`src/rtl/vexp_sequencer.sv`:
```
// rtl/vexp_sequencer.sv - feeds a packed bf16 vector one element at a time through the shared vexp unit
//
// Ports:
//   CLK, nRST                    clock, asynchronous active-low reset
//   req_valid/req_ready          vector request handshake; req_vec packed operands, req_len active count
//   resp_valid/resp_ready        result vector handshake; resp_vec packed results (inactive slots are 0)
//   busy                         sequencer is not idle
//   exp_operand/exp_valid_in/exp_ready_in     operand side of the vexp unit
//   exp_result/exp_valid_out/exp_ready_out    result side of the vexp unit
module vexp_sequencer #(
    parameter int NUM_ELEMS    = 16,
    parameter int DATA_W       = 16,
    parameter int MAX_INFLIGHT = 4,
    parameter int IDX_W        = $clog2(NUM_ELEMS)
) (
    input  logic                        CLK,
    input  logic                        nRST,
    input  logic                        req_valid,
    output logic                        req_ready,
    input  logic [NUM_ELEMS*DATA_W-1:0] req_vec,
    input  logic [IDX_W:0]              req_len,
    output logic                        resp_valid,
    input  logic                        resp_ready,
    output logic [NUM_ELEMS*DATA_W-1:0] resp_vec,
    output logic                        busy,
    output logic [DATA_W-1:0]           exp_operand,
    output logic                        exp_valid_in,
    input  logic                        exp_ready_in,
    input  logic [DATA_W-1:0]           exp_result,
    input  logic                        exp_valid_out,
    output logic                        exp_ready_out
);
    localparam int CNT_W = IDX_W + 1;
    localparam logic [CNT_W-1:0] MAX_LEN = CNT_W'(NUM_ELEMS);
    localparam logic [CNT_W-1:0] MAX_OUT = CNT_W'(MAX_INFLIGHT);
    localparam logic [CNT_W-1:0] ONE     = CNT_W'(1);

    typedef enum logic [1:0] {S_IDLE, S_RUN, S_DONE} state_t;

    state_t            state, next_state;
    logic [CNT_W-1:0]  issue_cnt, ret_cnt, len_q;
    logic [CNT_W-1:0]  outstanding, req_len_clamped;
    logic [DATA_W-1:0] op_mem  [NUM_ELEMS];
    logic [DATA_W-1:0] res_mem [NUM_ELEMS];
    logic              accept, issue_ok, ret_ok, issue_fire, ret_fire;

    assign outstanding     = issue_cnt - ret_cnt;
    assign req_len_clamped = (req_len > MAX_LEN) ? MAX_LEN : req_len;
    assign accept          = (state == S_IDLE) && req_valid;
    // issue_ok only falls through issue_fire or a full credit window, and the window
    // can only shrink by issuing, so an offered operand stays offered until taken.
    assign issue_ok        = (state == S_RUN) && (issue_cnt < len_q) && (outstanding < MAX_OUT);
    // Results arriving with nothing outstanding are never acknowledged and thus dropped.
    assign ret_ok          = (state == S_RUN) && (outstanding != '0);
    assign issue_fire      = issue_ok && exp_ready_in;
    assign ret_fire        = ret_ok && exp_valid_out;

    always_ff @(posedge CLK or negedge nRST) begin
        if (!nRST) begin
            state <= S_IDLE;
        end else begin
            state <= next_state;
        end
    end

    always_comb begin
        next_state = state;
        case (state)
            S_IDLE: if (req_valid) next_state = (req_len_clamped == '0) ? S_DONE : S_RUN;
            S_RUN:  if (ret_fire && ((ret_cnt + ONE) == len_q)) next_state = S_DONE;
            S_DONE: if (resp_ready) next_state = S_IDLE;
            default: next_state = S_IDLE;
        endcase
    end

    always_ff @(posedge CLK or negedge nRST) begin
        if (!nRST) begin
            issue_cnt <= '0;
            ret_cnt   <= '0;
            len_q     <= '0;
            for (int i = 0; i < NUM_ELEMS; i++) begin
                op_mem[i]  <= '0;
                res_mem[i] <= '0;
            end
        end else if (accept) begin
            issue_cnt <= '0;
            ret_cnt   <= '0;
            len_q     <= req_len_clamped;
            for (int i = 0; i < NUM_ELEMS; i++) begin
                op_mem[i]  <= req_vec[i*DATA_W +: DATA_W];
                res_mem[i] <= '0;
            end
        end else begin
            if (issue_fire) begin
                issue_cnt <= issue_cnt + ONE;
            end
            // The unit returns in order, so ret_cnt is the slot of the arriving result.
            if (ret_fire) begin
                res_mem[ret_cnt[IDX_W-1:0]] <= exp_result;
                ret_cnt                     <= ret_cnt + ONE;
            end
        end
    end

    always_comb begin
        req_ready     = (state == S_IDLE);
        resp_valid    = (state == S_DONE);
        busy          = (state != S_IDLE);
        exp_valid_in  = issue_ok;
        exp_operand   = issue_ok ? op_mem[issue_cnt[IDX_W-1:0]] : '0;
        exp_ready_out = ret_ok;
        resp_vec      = '0;
        if (state == S_DONE) begin
            for (int i = 0; i < NUM_ELEMS; i++) begin
                resp_vec[i*DATA_W +: DATA_W] = res_mem[i];
            end
        end
    end
endmodule

```
`config.mk`:
```
export PLATFORM = sky130hd
export DESIGN_NAME = vexp_sequencer
export DESIGN_NICKNAME = d
export VERILOG_FILES = /design/src/rtl/vexp_sequencer.sv
export SDC_FILE = /design/constraint.sdc
export NUM_CORES = 1
export LEC_CHECK = 0
export CAP_MARGIN = 20
export CORE_AREA = 2 2 216 218
export DETAILED_ROUTE_END_ITERATION = 8
export DIE_AREA = 0 0 218 220
export PLACE_DENSITY = 0.86
export SYNTH_ARGS = -nofsm -noshare
export SYNTH_HDL_FRONTEND = slang
export SYNTH_SLANG_ARGS = --single-unit
```
`constraint.sdc`:
```
create_clock -name CLK -period 6.8 [get_ports CLK]
set_clock_uncertainty 0.15 [all_clocks]
set_input_delay 1.02 -clock CLK [delete_from_list [all_inputs] [get_ports CLK]]
set_output_delay 1.02 -clock CLK [all_outputs]
set_load 0.05 [all_outputs]
```
==> run_results.csv, run 1 <==
group,metric,value,unit
clock_network,hold_buffers,0,
clock_network,cts_made_buffers,54,
sta,max_freq,171,MHz
placement,portBuffers,559,
yosys,yosysMostFrequentCell,"nand2_1",
worst_setup_path,path_cells,"ha_1, or2_2, o22ai_4, buf_4, o32a_1, and3_1, clkdlybuf4s50_1",
power,power.leakage,14.9,nW
worst_setup_path,crit_type,"reg -> out",
clock_network,cts_num_sinks,529,
yosys,yosysUniqueCellTypes,49,
routing,routed_wirelength,83100,um
power,power.density,389,mW/mm2
grt,grt_pass1_vias,21900,
worst_setup_path,max_stage_delay,830,ps
routing,viasPerCell,5.79,
clock_network,ctsHtreeMaxLevel,2,
sta,fin_tns_setup,0,ps
yosys,ys_async_sr_fraction,100,%
sta,setup-violations-final,0,
cells_and_area,area.sequential,0.0132,mm2
floorplan,die_w,218,um
sta,rsz0062_at_grt,"false",
placement,dp_hpwl,57400,um
worst_setup_path,rrSetupSlack,3170,ps
worst_setup_path,r2r.worst_path.cells,7,
yosys,netlist_instances,2809,
cells_and_area,layout.nets,3524,
grt,grt-ovfl-total,0,
clock_network,tritoncts,"yes",
power,power,12.8,mW
worst_setup_path,start_kind,"register",
worst_setup_path,critical_path.startpoint,"issue_cnt[2]",
floorplan,die-area,0.0480,mm2
yosys,ys_seq_area_share,53.3,%
worst_setup_path,cpMaxStageDelayCell,"clkdlybuf4s50_1",
floorplan,core-area,0.0459,mm2
floorplan,io_pins,560,
sta,slew_headroom,22.9,%
yosys,synthTopCellsByCount,"nand2_1, dfrtp_1, o21ai_0",
yosys,synth_top_area_cell,"dfrtp_1",
yosys,yosys_warnings,0,
sta,post-route-min-period,5860,ps
routing,drcViolationCount,0,
floorplan,die_h,220,um
grt,grt_max_degree,173,
cells_and_area,multiInputGateArea,0.0109,mm2
routing,wl_per_cell,21.4,um
cells_and_area,drive_gt1_share,7.30,%
sta,report.final.slew_viol_count,0,
grt,grt_pass1_wl,125000,um
routing,ant_nets,0,
worst_setup_path,endpoint_kind,"output pin",
yosys,syn_area,0.0249,mm2
run_status,status,"finished clean",
clock_network,clock-root-buffer,"clkbuf_16",
cells_and_area,n_fill_cell,3145,
yosys,syn_avg_cell_area,8.85,um2
sta,worstMarginPinSlew,1150,ps
clock_network,clock_latency,600,ps
worst_setup_path,r2r-end,"issue_cnt[2]",
worst_setup_path,crit_end,"exp_operand[13]",
routing,vias,22500,
routing,dr.first_iter.drc_count,2973,
placement,gp_congestion,0.974,
yosys,ys.flop_type,"dfrtp_1",
clock_network,path_clk_slew,60,ps
sta,finalHoldViolCount,0,
routing,drt_pass1_iterations,6,
yosys,ys_seq_elements,529,
hold_path,hp-class,"in -> async",
grt,grtUsageTotal,34.4,%
grt,antenna_found_initial,13,
yosys,synthTopCellsByArea,"dfrtp_1, nand2_1, mux4_2",
worst_setup_path,required,5630,ps
floorplan,num_rows,79,
yosys,synth_top_area_share,53.3,%
worst_setup_path,crit_fanout,22,
cells_and_area,syn_to_final_growth,32.8,%
floorplan,initial_utilization,54.2,%
sta,fin_crit_sh,86.1,%
clock_network,cts_max_path_buffers,3,
power,peakVddDrop,361,uV
clock_network,ctsResizeCount,0,
yosys,synth-edff-count,0,
clock_network,cts_setup_buffers,0,
job,cap_viol_max_count,0,
yosys,syn-num-nets,3105,
worst_setup_path,cp.arrival,4690,ps
worst_setup_path,r2r_start,"issue_cnt[2]",
-- cell type report --
cell class,count,share of cell area [%]
clock inverters,20,0.879
clock buffers,80,5.07
multi-input cells,2035,33.0
diodes,8,0.0607
repair buffers,595,18.4
flip-flops and latches,529,40.1
inverters,13,0.148
well taps,607,2.30
-- through the flow --
| stage | setup slack (ps) | util, % | hold slack, ps | std cells | area (um2) |
|---|---|---|---|---|---|
| 6_report | 944 | 72.0 | 299 | 3887 | 33000 |
| 4_1_cts | 1010 | 71.4 | 325 | 3865 | 32700 |
| 3_5_place_dp | 1670 | 67.1 | 308 | 3765 | 30800 |
| 5_1_grt | 865 | 71.9 | 345 | 3884 | 33000 |
| 3_3_place_gp | 1800 | 67.1 | 302 | 3765 | 30800 |
| 2_1_floorplan | 2990 | - | 290 | 2809 | 24900 |
-- logic make-up after synthesis --
logic type	Yosys count	synth area share, %
multiplexers	84	7.42
AO/OA/AOI/OAI	304	6.53
AND/OR/NAND/NOR	1625	28.0
flip-flops	529	53.3
XOR/XNOR	9	0.373
adder cells (fa/ha/maj)	13	0.654
buffers and inverters	245	3.81
-- layer usage --
metal | vias up | GRT usage [%] | wire [um]
met5 | - | 0 | 63
li1 | 9812 | - | -
met3 | 361 | 7.41 | 8120
met2 | 1513 | 54.6 | 38900
met1 | 10800 | 42.0 | 29200
met4 | 10 | 24.3 | 6690
-- report_power, final --
| group | internal, mW | switching (mW) | total, mW |
|---|---|---|---|
| registers | 4.49 | 1.03 | 5.52 |
| logic | 1.66 | 2.42 | 4.08 |
| clock network | 1.97 | 1.28 | 3.24 |
-- worst min path at each step --
stage	from	endpoint	cells after the start	slack, ps
CTS	nRST	res_mem[11]	1	330
detailed placement	op_mem[244]	op_mem[244]	2	310
finish	nRST	res_mem[11]	1	300
global placement	op_mem[93]	op_mem[93]	2	300
floorplan	op_mem[144]	op_mem[144]	2	290
global route	op_mem[48]	op_mem[48]	2	340
-- worst max-delay path: cells and delay by family (launching register included) --
kind	cells	cell delay, ps
fa+ha+maj	1	430
compound gates	2	940
buf+inv	2	1270
flops	1	780
simple gates	2	660
-- layout by cell type (no fill, tap or decap), types with 3 or more instances in the layout --
master	count
buf_8	12
ha_1	13
a211oi_4	15
nor2b_1	4
diode_2	8
clkinv_2	8
clkbuf_16	58
inv_1	13
buf_4	17
nor2_1	8
xnor2_1	6
o21ai_0	263
buf_12	5
nand3b_1	4
clkbuf_8	16
nand3_1	48
and2_1	258
bufinv_16	7
and3_1	18
o21ai_1	3
clkinvlp_4	3
mux4_2	80
clkbuf_1	7
nand2_1	1268
clkdlybuf4s50_1	558
dfrtp_1	527
a21oi_1	6
o31ai_1	3
-- state kept, by name (all words and copies together), names as in the netlist --
signal and cells:
issue_cnt 5, len_q 5, ret_cnt 5, state 2
res_mem 256, op_mem 256
No activity file was read; power rests on OpenSTA's default activity.
==> run 2: changes to the inputs <==
CORE_AREA = 2 2 201 252   (was 2 2 216 218)
DIE_AREA = 0 0 203 254   (was 0 0 218 220)
PLACE_DENSITY = 0.8   (was 0.86)
clock period = 5.6 ns   (was 6.8 ns; I/O delays follow)
==> run 2 against run 1 <==
  * Cell count up 0.90%
  * Utilization fell by 5.0 points
  * Die area grew 7.5%
  * Sequential cell count is the same
  * Hold slack got worse by 78 ps
  * Total power grew 18%
  * Setup slack worse by 490 ps
  * Sequential power increased by 18%
  * First-iteration DRC count down 37%
  * Clock-buffer cell count fell by 8
  * Register-to-register slack lost 1200 ps
==> run_results.csv, run 2 (synthesis results as in run 1) <==
group,metric,value,unit
routing,routed_wirelength,78700,um
power,power.leakage,14.9,nW
floorplan,initial_utilization,50.6,%
job,cap_viol_max_count,0,
grt,grt_max_degree,160,
floorplan,core-area,0.0491,mm2
clock_network,cts_max_path_buffers,3,
hold_path,hp-class,"in -> async",
sta,slew_headroom,15.8,%
sta,worstMarginPinSlew,1260,ps
floorplan,io_pins,560,
worst_setup_path,required,4610,ps
worst_setup_path,start_kind,"register",
worst_setup_path,crit_fanout,22,
clock_network,clock-root-buffer,"clkbuf_16",
grt,grt_pass1_wl,121000,um
cells_and_area,largest_registers,"op_mem (256), res_mem (256)",
routing,drcViolationCount,0,
clock_network,cts_num_sinks,529,
worst_setup_path,r2r-end,"issue_cnt[2]",
worst_setup_path,cp.arrival,4150,ps
sta,max_freq,194,MHz
sta,rsz0062_at_grt,"false",
cells_and_area,layout_common_cells,"nand2_1, clkdlybuf4s50_1, dfrtp_1",
floorplan,num_rows,91,
routing,viasPerCell,5.45,
grt,grtUsageTotal,30.3,%
worst_setup_path,endpoint_kind,"output pin",
cells_and_area,n_fill_cell,3779,
power,sw_frac_of_total,37.1,%
clock_network,ctsHtreeMaxLevel,2,
run_status,status,"finished clean",
routing,ant_nets,0,
grt,grt-ovfl-total,0,
clock_network,cts_setup_buffers,0,
routing,wl_per_cell,20.1,um
clock_network,path_clk_slew,70,ps
worst_setup_path,r2r_start,"issue_cnt[2]",
cells_and_area,syn_to_final_growth,32.2,%
routing,dr.first_iter.drc_count,1887,
clock_network,cts_made_buffers,50,
power,pwr-share-clk,23.5,%
clock_network,tritoncts,"yes",
grt,grt_pass1_vias,20800,
sta,report.final.slew_viol_count,0,
grt,antenna_found_initial,5,
placement,dp_hpwl,54800,um
floorplan,die-area,0.0516,mm2
clock_network,hold_buffers,0,
cells_and_area,layout.nets,3525,
worst_setup_path,rrSetupSlack,1960,ps
placement,portBuffers,559,
placement,gp_congestion,0.956,
power,power.density,461,mW/mm2
sta,fin_crit_sh,91.9,%
placement,postPlaceCellArea,0.0309,mm2
cells_and_area,final_cell_area,0.0328,mm2
worst_setup_path,r2r.worst_path.cells,7,
sta,fin_tns_setup,0,ps
power,share_seq_of_total_power,43.0,%
sta,finalHoldViolCount,0,
floorplan,die_w,203,um
sta,post-route-min-period,5140,ps
routing,drt_pass1_iterations,6,
cells_and_area,stdcell_count,3922,
power,p_comb_share,33.4,%
clock_network,clock_latency,590,ps
routing,vias,21400,
cells_and_area,drive_gt1_share,7.68,%
placement,place_inst,3816,
cells_and_area,final_common_cell,"nand2_1",
floorplan,die_h,254,um
power,switchingPower,5.61,mW
sta,setup-violations-final,0,
power,peakVddDrop,492,uV
worst_setup_path,crit_type,"reg -> out",
clock_network,ctsResizeCount,0,
power,internal_power,9.52,mW
run 2: changes by cell type in the layout (fill, tap and decap cells not counted), moves of 3 or more:
cell / change
buf_12: +5
bufinv_16: -3
clkbuf_16: -4
clkdlybuf4s50_1: -17
clkinv_4: +3
buf_4: +18
clkbuf_8: -5
diode_2: -5
run 2: routing by layer:
| layer | track usage [%] | wire length (um) | vias to the layer above |
|---|---|---|---|
| met5 | 0 | 24 | - |
| met1 | 38.6 | 29400 | 10300 |
| met2 | 52.0 | 39300 | 1081 |
| met3 | 4.87 | 6430 | 193 |
| li1 | - | - | 9799 |
| met4 | 12.2 | 3540 | 4 |
run 2: power groups by stage:
stage	clock network (mW)	logic, mW	registers (mW)
2_1_floorplan	0	3.48	6.04
3_3_place_gp	0	4.80	6.44
3_5_place_dp	0	5.00	6.54
4_1_cts	3.59	5.06	6.49
5_1_grt	3.75	5.57	6.68
6_report	3.56	5.06	6.51
run 2: final cells by class:
cell class                      count  area (um2)  share of cell area (%)
Sequential cell                   529       13200                    40.3
Multi-Input combinational cell   2035       10900                    33.1
Timing Repair Buffer              600        6120                    18.6
Clock buffer                       72        1510                    4.59
Tap cell                          651         815                    2.48
Clock inverter                     19         219                   0.667
Inverter                           13        48.8                   0.149
Antenna cell                        3        7.51                  0.0229
run 2: critical path, cell delays in order, from the launching register on:
cell	delay [ps]
dfrtp_1	790
ha_1	440
or2_2	310
o22ai_4	160
buf_4	440
o32a_1	820
and3_1	360
buf_4	230
run 2: per-stage QoR:
| step | setup WS (ps) | utilization [%] | power, mW | hold slack (ps) |
|---|---|---|---|---|
| after floorplan | 1970 | - | 9.52 | 290 |
| after global placement | 1270 | 62.9 | 11.2 | 302 |
| after detailed placement | 1110 | 63.0 | 11.5 | 308 |
| after CTS | 461 | 66.5 | 15.1 | 243 |
| after global routing | 347 | 66.9 | 16.0 | 295 |
| final | 456 | 66.9 | 15.1 | 221 |
run 2: how the worst max path moves through the flow:
| stage | depth (start not counted) | start | to | slack (ps) |
|---|---|---|---|---|
| 2_1_floorplan | 9 | issue_cnt[0] | exp_ready_out | 1970 |
| 3_3_place_gp | 7 | issue_cnt[2] | exp_operand[0] | 1270 |
| 3_5_place_dp | 7 | issue_cnt[2] | exp_operand[0] | 1110 |
| 4_1_cts | 7 | issue_cnt[2] | exp_operand[0] | 460 |
| 5_1_grt | 7 | issue_cnt[2] | exp_operand[0] | 350 |
| 6_report | 7 | issue_cnt[2] | exp_operand[0] | 460 |
==> run 3: changes to the inputs <==
GPL_TIMING_DRIVEN = 1   (was not set)
REMOVE_ABC_BUFFERS = 1   (was not set)
==> run 3 against run 2 <==
  * Register-to-register slack better by 210 ps
  * Non-clock buffer count is 2 higher
  * Combinational power is 0.8% higher
  * Critical path type unchanged
  * Critical endpoint is now exp_operand[3]
==> run_results.csv, run 3 (synthesis results as in run 1) <==
group,metric,value,unit
run_status,status,"finished clean",
floorplan,die_h,254,um
routing,highest_layer,"met5",
worst_setup_path,required,4610,ps
cells_and_area,largest_registers,"op_mem (256), res_mem (256)",
cells_and_area,layout_common_cells,"nand2_1, clkdlybuf4s50_1, dfrtp_1",
worst_setup_path,start_kind,"register",
sta,rsz0062_at_grt,"false",
sta,fin_tns_setup,0,ps
routing,drt_pass1_iterations,7,
sta,worstMarginPinSlew,1010,ps
power,peakVddDrop,346,uV
sta,post-route-min-period,4800,ps
cells_and_area,n_fill_cell,3740,
hold_path,hp-class,"in -> async",
placement,gp_congestion,0.896,
clock_network,clock_latency,580,ps
clock_network,ctsResizeCount,0,
power,power.density,453,mW/mm2
power,switchingPower,5.38,mW
routing,routed_wirelength,74300,um
clock_network,hold_buffers,0,
routing,ant_nets,0,
worst_setup_path,endpoint_kind,"output pin",
worst_setup_path,crit_type,"reg -> out",
worst_setup_path,cpMaxStageDelayCell,"o32a_1",
worst_setup_path,rrSetupSlack,2170,ps
floorplan,die-area,0.0516,mm2
sta,setup-violations-final,0,
floorplan,num_rows,91,
placement,dp_hpwl,51100,um
power,sw_frac_of_total,36.1,%
sta,slew_headroom,32.8,%
grt,grt_max_degree,145,
clock_network,clock-root-buffer,"clkbuf_16",
grt,grt_pass1_vias,21300,
worst_setup_path,cp.arrival,3810,ps
clock_network,cts_made_buffers,50,
worst_setup_path,max_stage_delay,610,ps
sta,report.final.slew_viol_count,0,
cells_and_area,syn_to_final_growth,32.1,%
routing,wl_per_cell,19.0,um
sta,finalHoldViolCount,0,
worst_setup_path,crit_buf_inv,4,
floorplan,io_pins,560,
grt,grtUsageTotal,28.8,%
routing,wl_met2,36200,um
placement,postPlaceCellArea,0.0312,mm2
job,cap_viol_max_count,0,
cells_and_area,final_cell_area,0.0328,mm2
power,share_seq_of_total_power,43.2,%
sta,fin_crit_sh,85.7,%
routing,wl_met3,6850,um
floorplan,die_w,203,um
routing,drcViolationCount,0,
sta,whs,215,ps
clock_network,tritoncts,"yes",
cells_and_area,layout.nets,3527,
worst_setup_path,crit_fanout,20,
floorplan,initial_utilization,50.6,%
floorplan,core-area,0.0491,mm2
routing,wl_met1,28500,um
routing,vias,21300,
power,p_comb_share,34.3,%
clock_network,ctsHtreeMaxLevel,2,
worst_setup_path,cp_top_family,"buffers and inverters",
cells_and_area,drive_gt1_share,7.57,%
clock_network,cts_num_sinks,529,
worst_setup_path,crit_top_cell,"buf_4",
grt,grt-ovfl-total,0,
placement,portBuffers,559,
cells_and_area,post-route-util,66.9,%
power,power.leakage,14.8,nW
cells_and_area,final_common_cell,"nand2_1",
clock_network,path_clk_slew,60,ps
clock_network,cts_max_path_buffers,3,
worst_setup_path,path_cells,"inv_1, ha_1, or2_2, o22ai_4, buf_4, o32a_1, buf_4, and3_1, buf_12",
grt,antenna_found_initial,6,
power,pwr-share-clk,22.6,%
clock_network,cts_setup_buffers,0,
routing,viasPerCell,5.44,
sta,max_freq,208,MHz
power,internal_power,9.50,mW
routing,dr.first_iter.drc_count,1707,
grt,grt_pass1_wl,116000,um
-- run 3: through the flow --
| stage | total power, mW | std cells | worst slack [ps] |
|---|---|---|---|
| 2_1_floorplan | 9.77 | 2577 | -4360 |
| 3_3_place_gp | 11.2 | 3825 | 1540 |
| 3_5_place_dp | 11.5 | 3825 | 1460 |
| 4_1_cts | 14.9 | 3909 | 807 |
| 5_1_grt | 15.8 | 3915 | 626 |
| 6_report | 14.9 | 3915 | 801 |
-- run 3: area by class of cell --
type | instances | area (um2) | share of cell area [%]
sequential | 529 | 13200 | 40.3
multi-input combinational | 2035 | 10900 | 33.2
timing repair buffer | 602 | 6240 | 19.0
clock buffer | 67 | 1430 | 4.34
tap | 651 | 815 | 2.48
clock inverter | 17 | 166 | 0.507
inverter | 13 | 48.8 | 0.149
antenna | 1 | 2.50 | 0.00762
-- run 3: power by group through the flow --
stage               logic, mW  clock network (mW)  registers, mW
detailed placement       5.07                   0           6.45
floorplan                3.58                   0           6.19
CTS                      5.11                3.40           6.40
finish                   5.10                3.36           6.42
global placement         4.82                   0           6.34
global route             5.65                3.54           6.60
-- run 3: per-layer routing --
| metal | vias up | GRT usage, % |
|---|---|---|
| li1 | 9786 | - |
| met1 | 10300 | 36.8 |
| met2 | 1066 | 48.0 |
| met3 | 157 | 6.39 |
| met4 | 4 | 11.2 |
| met5 | - | 0 |
-- run 3: worst paths after layout --
check	from	to	cells after the start
max in group asynchronous	nRST	op_mem[3]	2
worst max-delay path	ret_cnt[3]	exp_operand[3]	9
min in group CLK	op_mem[89]	op_mem[89]	2
worst min register to register	op_mem[89]	op_mem[89]	2
worst max register to register	issue_cnt[0]	res_mem[71]	9
worst min-delay path	nRST	res_mem[109]	1
